File: config.mk
export PLATFORM = sky130hd
export DESIGN_NAME = bill_accumulator
export DESIGN_NICKNAME = d
export VERILOG_FILES = /design/src/rtl/bill_accumulator.sv
export SDC_FILE = /design/constraint.sdc
export NUM_CORES = 1
export LEC_CHECK = 0
export CORE_MARGIN = 2
export CORE_UTILIZATION = 45
export CTS_CLUSTER_SIZE = 20
export DETAILED_ROUTE_END_ITERATION = 7
export PLACE_DENSITY = 0.75
export SLEW_MARGIN = 20
export SYNTH_ARGS = -nofsm -noshare
export SYNTH_HDL_FRONTEND = slang
export SYNTH_SLANG_ARGS = --single-unit
File: constraint.sdc
create_clock -name clk -period 4.5 [get_ports clk]
set_input_delay 0.675 -clock clk [delete_from_list [all_inputs] [get_ports clk]]
set_output_delay 0.675 -clock clk [all_outputs]
set_load 0.01 [all_outputs]
File: src/rtl/bill_accumulator.sv
`timescale 1ns/1ps
// bill_accumulator
// Adds item amounts into a running bill, then presents the closed bill to a
// consumer and holds it there until the consumer acknowledges it.
//
// Optional feature: define TAX_EN to add a TAX state. It applies a 12.5 %
// surcharge, floor(total/8), saturating at 16'hFFFF, in the cycle after
// finish, so bill_valid rises two cycles after finish instead of one.
//
// Ports
//   clk          rising-edge system clock
//   rst_n        asynchronous active-low reset
//   start        one-cycle pulse: clear the running bill and open a new one
//   item_valid   item_amount is valid this cycle
//   item_amount  line amount, 12 bits (0..3825)
//   item_ready   high while a bill is open and items are accepted
//   finish       one-cycle pulse: close the open bill
//   bill_ack     consumer has taken the final bill
//   total        running or final bill amount (saturating, 16 bits)
//   item_count   items accepted into the current bill (saturating at 255)
//   bill_valid   total is final; held until bill_ack
//   overflow     sticky: total saturated during this bill
//   busy         high in every state except IDLE
//
// States
//   state    | meaning
//   ST_IDLE  | no open bill; total/item_count keep their last values
//   ST_ACCUM | bill open, items accepted
//   ST_TAX   | one-cycle surcharge step (TAX_EN builds only)
//   ST_DONE  | bill closed, bill_valid high until bill_ack
module bill_accumulator (
  input  logic        clk,
  input  logic        rst_n,
  input  logic        start,
  input  logic        item_valid,
  input  logic [11:0] item_amount,
  output logic        item_ready,
  input  logic        finish,
  input  logic        bill_ack,
  output logic [15:0] total,
  output logic [7:0]  item_count,
  output logic        bill_valid,
  output logic        overflow,
  output logic        busy
);

`ifdef TAX_EN
  typedef enum logic [1:0] {
    ST_IDLE  = 2'd0,
    ST_ACCUM = 2'd1,
    ST_TAX   = 2'd2,
    ST_DONE  = 2'd3
  } state_t;
`else
  typedef enum logic [1:0] {
    ST_IDLE  = 2'd0,
    ST_ACCUM = 2'd1,
    ST_DONE  = 2'd3
  } state_t;
`endif

  state_t      state_q, state_d;
  logic [15:0] total_q, total_d;
  logic [7:0]  count_q, count_d;
  logic        overflow_q, overflow_d;

  // One extra bit of headroom; bit 16 is the saturation trigger.
  logic [16:0] item_sum;
  assign item_sum = {1'b0, total_q} + {5'b0, item_amount};

`ifdef TAX_EN
  logic [16:0] tax_sum;
  assign tax_sum = {1'b0, total_q} + {4'b0, total_q[15:3]};
`endif

  always_ff @(posedge clk or negedge rst_n) begin
    if (!rst_n) begin
      state_q    <= ST_IDLE;
      total_q    <= 16'd0;
      count_q    <= 8'd0;
      overflow_q <= 1'b0;
    end else begin
      state_q    <= state_d;
      total_q    <= total_d;
      count_q    <= count_d;
      overflow_q <= overflow_d;
    end
  end

  always_comb begin
    state_d    = state_q;
    total_d    = total_q;
    count_d    = count_q;
    overflow_d = overflow_q;

    // start wins over everything, including a finish or item in the same cycle.
    if (start) begin
      state_d    = ST_ACCUM;
      total_d    = 16'd0;
      count_d    = 8'd0;
      overflow_d = 1'b0;
    end else begin
      case (state_q)
        ST_ACCUM: begin
          // The item is taken before finish closes the bill.
          if (item_valid) begin
            if (item_sum[16]) begin
              total_d    = 16'hFFFF;
              overflow_d = 1'b1;
            end else begin
              total_d = item_sum[15:0];
            end
            if (count_q != 8'hFF) begin
              count_d = count_q + 8'd1;
            end
          end
          if (finish) begin
`ifdef TAX_EN
            state_d = ST_TAX;
`else
            state_d = ST_DONE;
`endif
          end
        end
`ifdef TAX_EN
        ST_TAX: begin
          if (tax_sum[16]) begin
            total_d    = 16'hFFFF;
            overflow_d = 1'b1;
          end else begin
            total_d = tax_sum[15:0];
          end
          state_d = ST_DONE;
        end
`endif
        ST_DONE: begin
          if (bill_ack) begin
            state_d = ST_IDLE;
          end
        end
        default: begin
          state_d = ST_IDLE;
        end
      endcase
    end
  end

  assign item_ready = (state_q == ST_ACCUM);
  assign bill_valid = (state_q == ST_DONE);
  assign busy       = (state_q != ST_IDLE);
  assign total      = total_q;
  assign item_count = count_q;
  assign overflow   = overflow_q;

endmodule

== Word-level counts from Yosys, hierarchy flattened ==
Cells that the tools add are included.
Operators by class
  eq/ne operators: 5
  reduce and logical (&&, ||, !) cells: 9
  mux-type cells: 16
  add/subtract/negate cells: 2
Operators by type and width (number)
  16-bit 2-to-1 mux: 4
  8-bit 2-to-1 mux: 4
  16-bit by 12-bit adder with 17-bit output: 1
  2-bit nonzero test: 5
  8-bit by 1-bit adder with 8-bit output (second input constant): 1
  8-bit != test (second input constant): 1
  2-bit 2-to-1 mux: 3
  3-bit AND reduction: 2
  1-bit 2-to-1 mux: 4
  2-bit one-hot mux with 2 select lines: 1
  2-bit AND reduction: 2
  3-bit by 2-bit != test with 1-bit output (second input constant): 1
  3-bit != test (second input constant): 1
  2-bit by 1-bit == test with 1-bit output (second input constant): 1
  2-bit == test (second input constant): 1
Storage, ports and cells
  output and inout port bits: 28
  bits of input ports: 18
  word-level logic and storage cells: 36
  flip-flop bits (word level): 27

== Depth between registers and ports, before layout ==
  depth after elaboration: 5
  mapped depth: 9
  depth with buffers taken out: 8

== Worst setup path after synthesis ==
No wires, ideal clock.
  path kind: input-to-reg
  start point: input port item_amount[0]
  end point: register total_q[10] (netlist: total[10])
  stages on the path: 8
  arrival: 2.263 ns
  data required time: 4.401 ns
  path buffers: 0
  path slack: 2.137 ns
  setup time: 0.099 ns
  path through: ha_1 > fa_1 > a21oi_1 > nand4b_4 > and2_4 > o311ai_4 > xnor2_1 > a311oi_1
Between the ends
  longest elaborated chain between the ends: 5
RTL lines
  start, declared: line 36  | input logic [11:0] item_amount,
  16-bit by 12-bit adder with 17-bit output: line 69  | assign item_sum = {1'b0, total_q} + {5'b0, item_amount};
  16-bit 2-to-1 mux: line 107  | if (item_sum[16]) begin
  16-bit 2-to-1 mux: line 106  | if (item_valid) begin
  16-bit 2-to-1 mux: line 103  | case (state_q)
  16-bit 2-to-1 mux: line 97  | if (start) begin
  end signal, assigned: line 84  | total_q <= total_d;
  end, declared: line 63  | logic [15:0] total_q, total_d;
Every way passes these cells. The select of a mux whose other input is x is not followed.
A chain may end at the register's enable or synchronous reset.

== Worst setup path after layout ==
Ends and elaborated chain as after synthesis.

==> flow_metrics.env <==
export IMPL_final_antenna_net_count=0
export IMPL_die_w_um=67.3
export IMPL_fmax_ghz=0.367
export IMPL_synth_compound_area_share_pct=22.1
export IMPL_crit_family="compound AO/OA/AOI/OAI gates"
export IMPL_endpoint_kind="register"
export IMPL_dpl_worst_slack_ns=1.47
export IMPL_ys_ff_latch=27
export IMPL_fin_total_pwr_uw=639
export IMPL_syn_to_final_growth_pct=29.5
export IMPL_crit_path_start_kind="primary input"
export IMPL_hold_buffers=0
export IMPL_drive_above_1_share_pct=6.44
export IMPL_grtUsageTotal_pct=18.6
export IMPL_grt_max_degree=28
export IMPL_place_gp_congestion=0.826
export IMPL_synth_xor_area_share_pct=6.80
export IMPL_ctsHtreeMaxLevel=1
export IMPL_final_core_utilization_pct=59.3
export IMPL_yosys_area_share_adder_pct=10.1
export IMPL_finalHoldViolCount=0
export IMPL_post_cts_buffers=0
export IMPL_slew_headroom_pct=35.0
export IMPL_seqCellArea_um2=676
export IMPL_ys_types=44
export IMPL_leakagePower_nw=1.01
export IMPL_clk_latency_ns=0.28
export IMPL_drc=0
export IMPL_synthMuxAreaShare_pct=1.11
export IMPL_drt_initial_drc_count=89
export IMPL_clock_skew_ns=0.00352
export IMPL_synth_top_family_by_area="compound AO/OA/AOI/OAI gates"
export IMPL_num_rows=23
export IMPL_dp_hpwl_mm=2.92
export IMPL_crit_arrival_ns=2.90
export IMPL_n_antenna_cell=0
export IMPL_syn_num_nets=222
export IMPL_post_dp_cell_area_um2=2290
export IMPL_setup_tns_ns=0
export IMPL_yosys_warnings=0
export IMPL_clockBufferDepth=2
export IMPL_setup_viol=0
export IMPL_grt_pass1_vias=1484
export IMPL_worst_ep_required_time_ns=4.67
export IMPL_outcome="completed"
export IMPL_routedWlPerCell_um=13.8
export IMPL_multi_input_area_um2=1080
export IMPL_nNetsFinal=266
export IMPL_fin_crit_ns=2.73
export IMPL_dr_pass1_iters=4
export IMPL_finalCritPeriodShare_pct=60.6
export IMPL_cts_tree="built"
export IMPL_num_io_pins=46
export IMPL_whs_ns=0.519
export IMPL_setup_ws_ns=1.77
export IMPL_cpPeakStageDelay_ns=0.46
export IMPL_cp_max_fo=13
export IMPL_core_area_um2=3940
export IMPL_die_area_um2=4530
export IMPL_viasPerCell=5.54
export IMPL_final_cell_area_um2=2340
export IMPL_port_buffers=45
export IMPL_finalNonFillerCells=283
export IMPL_cts_buffers_inserted=3
export IMPL_tightest_slew_ns=0.973
export IMPL_ctsResizeCount=0
export IMPL_grt_pass1_wl_mm=6.53
export IMPL_min_path_type="reg -> reg"
export IMPL_worst_setup_path_type="in -> reg"
export IMPL_cts_clk_slew_worst_paths_ns=0.10
export IMPL_synthCells=190
export IMPL_placed_cells=279
export IMPL_grt_ovfl_total=0
export IMPL_synth_simple_gate_area_share_pct=19.5
export IMPL_ir_drop_mv=0.115
export IMPL_nFillCells=349
export IMPL_rsz0062_at_grt="no"
export IMPL_wl_mm=3.92
export IMPL_syn_avg_cell_area_um2=9.50
export IMPL_ys_seq_area_share_pct=37.4
export IMPL_initial_core_util_pct=45.8
export IMPL_cts_root_buf="clkbuf_8"
export IMPL_cp_slowest_cell="clkdlybuf4s50_1"
export IMPL_die_height_um=67.3
export IMPL_crit_path_cell_trace="clkdlybuf4s50_1, ha_1, fa_1, a21oi_1, nand4b_4, and2_4, o31ai_4, nand2_4, a311oi_1"
export IMPL_finalMaxSlewViolations=0
export IMPL_via_count=1569
export IMPL_clock_sinks=27
export IMPL_p_per_area_nw_per_um2=274
export IMPL_max_cap_viol_count=0
export IMPL_mappedNetlistArea_um2=1800
export IMPL_cp_buffers_inverters=1
export IMPL_antenna_found_initial=0
-- sequential cells by signal (all words and copies together), names as in the netlist --
| name | count |
|---|---|
| total | 16 |
| overflow | 1 |
| item_count | 8 |
| state_q | 2 |
-- kinds of logic after synthesis --
logic type | after synthesis
XOR/XNOR | 14
AO/OA/AOI/OAI | 56
AND/OR/NAND/NOR | 66
buffers and inverters | 11
multiplexers | 2
adder cells (fa/ha/maj) | 14
flip-flops | 27
-- cells in the mapped netlist, drive strengths merged --
library cell	number	share of area [%]
nor3b	1	0.42
and2	3	1.2
fa	1	1.1
nor2b	2	0.83
nand3	2	0.55
o21bai	1	0.42
a2111oi	1	0.49
nand4b	1	1.3
a31oi	14	4.9
a21oi	14	3.9
and4b	1	0.55
o21ai	7	1.9
a211oi	4	1.7
nand2	27	6.0
clkbuf	5	1.0
a41oi	1	0.90
and3	4	1.9
a211o	1	0.49
xnor2	8	3.9
nand2b	1	0.35
inv	4	0.83
nor2	15	3.1
nand3b	1	0.42
xor2	6	2.9
nand4	4	1.4
and4	1	0.49
o311ai	1	1.5
nor3	2	0.55
mux2i	2	1.1
a311oi	4	1.9
or2	1	0.35
a21o	3	1.2
ha	13	9.0
dfrtp	27	37
o21a	1	0.42
o211ai	3	1.2
buf	2	1.0
o31ai	1	1.2
-- layer usage --
layer	global-route usage, %	vias to the layer above	part of all wire, %
met5	0	-	0
met4	6.63	0	1.2
met3	1.67	4	3.6
met2	29.3	34	45
met1	26.5	745	50
li1	-	786	-
-- report_power, final --
part           switching (mW)  leakage (nW)  internal (mW)  total [mW]
combinational           0.113         0.626          0.107       0.220
clock                  0.0821        0.0217         0.0630       0.145
sequential             0.0162         0.364          0.258       0.274
total                   0.211          1.01          0.428       0.639
-- area by class of cell --
| class | instances | area share, % |
|---|---|---|
| Tap cell | 50 | 2.68 |
| Inverter | 4 | 0.643 |
| Clock buffer | 3 | 1.77 |
| Multi-Input combinational cell | 152 | 46.1 |
| Sequential cell | 27 | 28.9 |
| Timing Repair Buffer | 46 | 19.6 |
| Clock inverter | 1 | 0.321 |
-- cells in the final DEF (no fill, tap or decap), types with 4 or more instances in the layout --
master and n:
xor2_1 6, nand4_1 4, o21ai_0 6, a31oi_1 14, a211oi_1 4, nor2_1 15
dfrtp_1 27, clkdlybuf4s50_1 45, a21oi_1 14, nand2_1 26, a311oi_1 4, inv_1 4
ha_1 13, xnor2_1 8
-- path summary, 6_finish.rpt --
path                                 from         end  slack [ns]  cells past startpoint
max                        item_amount[0]   total[10]        1.77                      9
min                              overflow    overflow        0.52                      2
max reg2reg                      total[0]   total[10]        2.21                      8
min reg2reg                      overflow    overflow        0.52                      2
max in group asynchronous           rst_n   total[10]        3.47                      2
min in group asynchronous           rst_n  state_q[1]        0.77                      2
-- tightest hold or removal path, delay by kind of cell (launching register included) --
| family | cells | cell delay [ns] |
|---|---|---|
| compound gates | 1 | 0.05 |
| flops | 1 | 0.36 |
| simple gates | 1 | 0.08 |
Note: power is estimated with default switching activity, not from simulation.
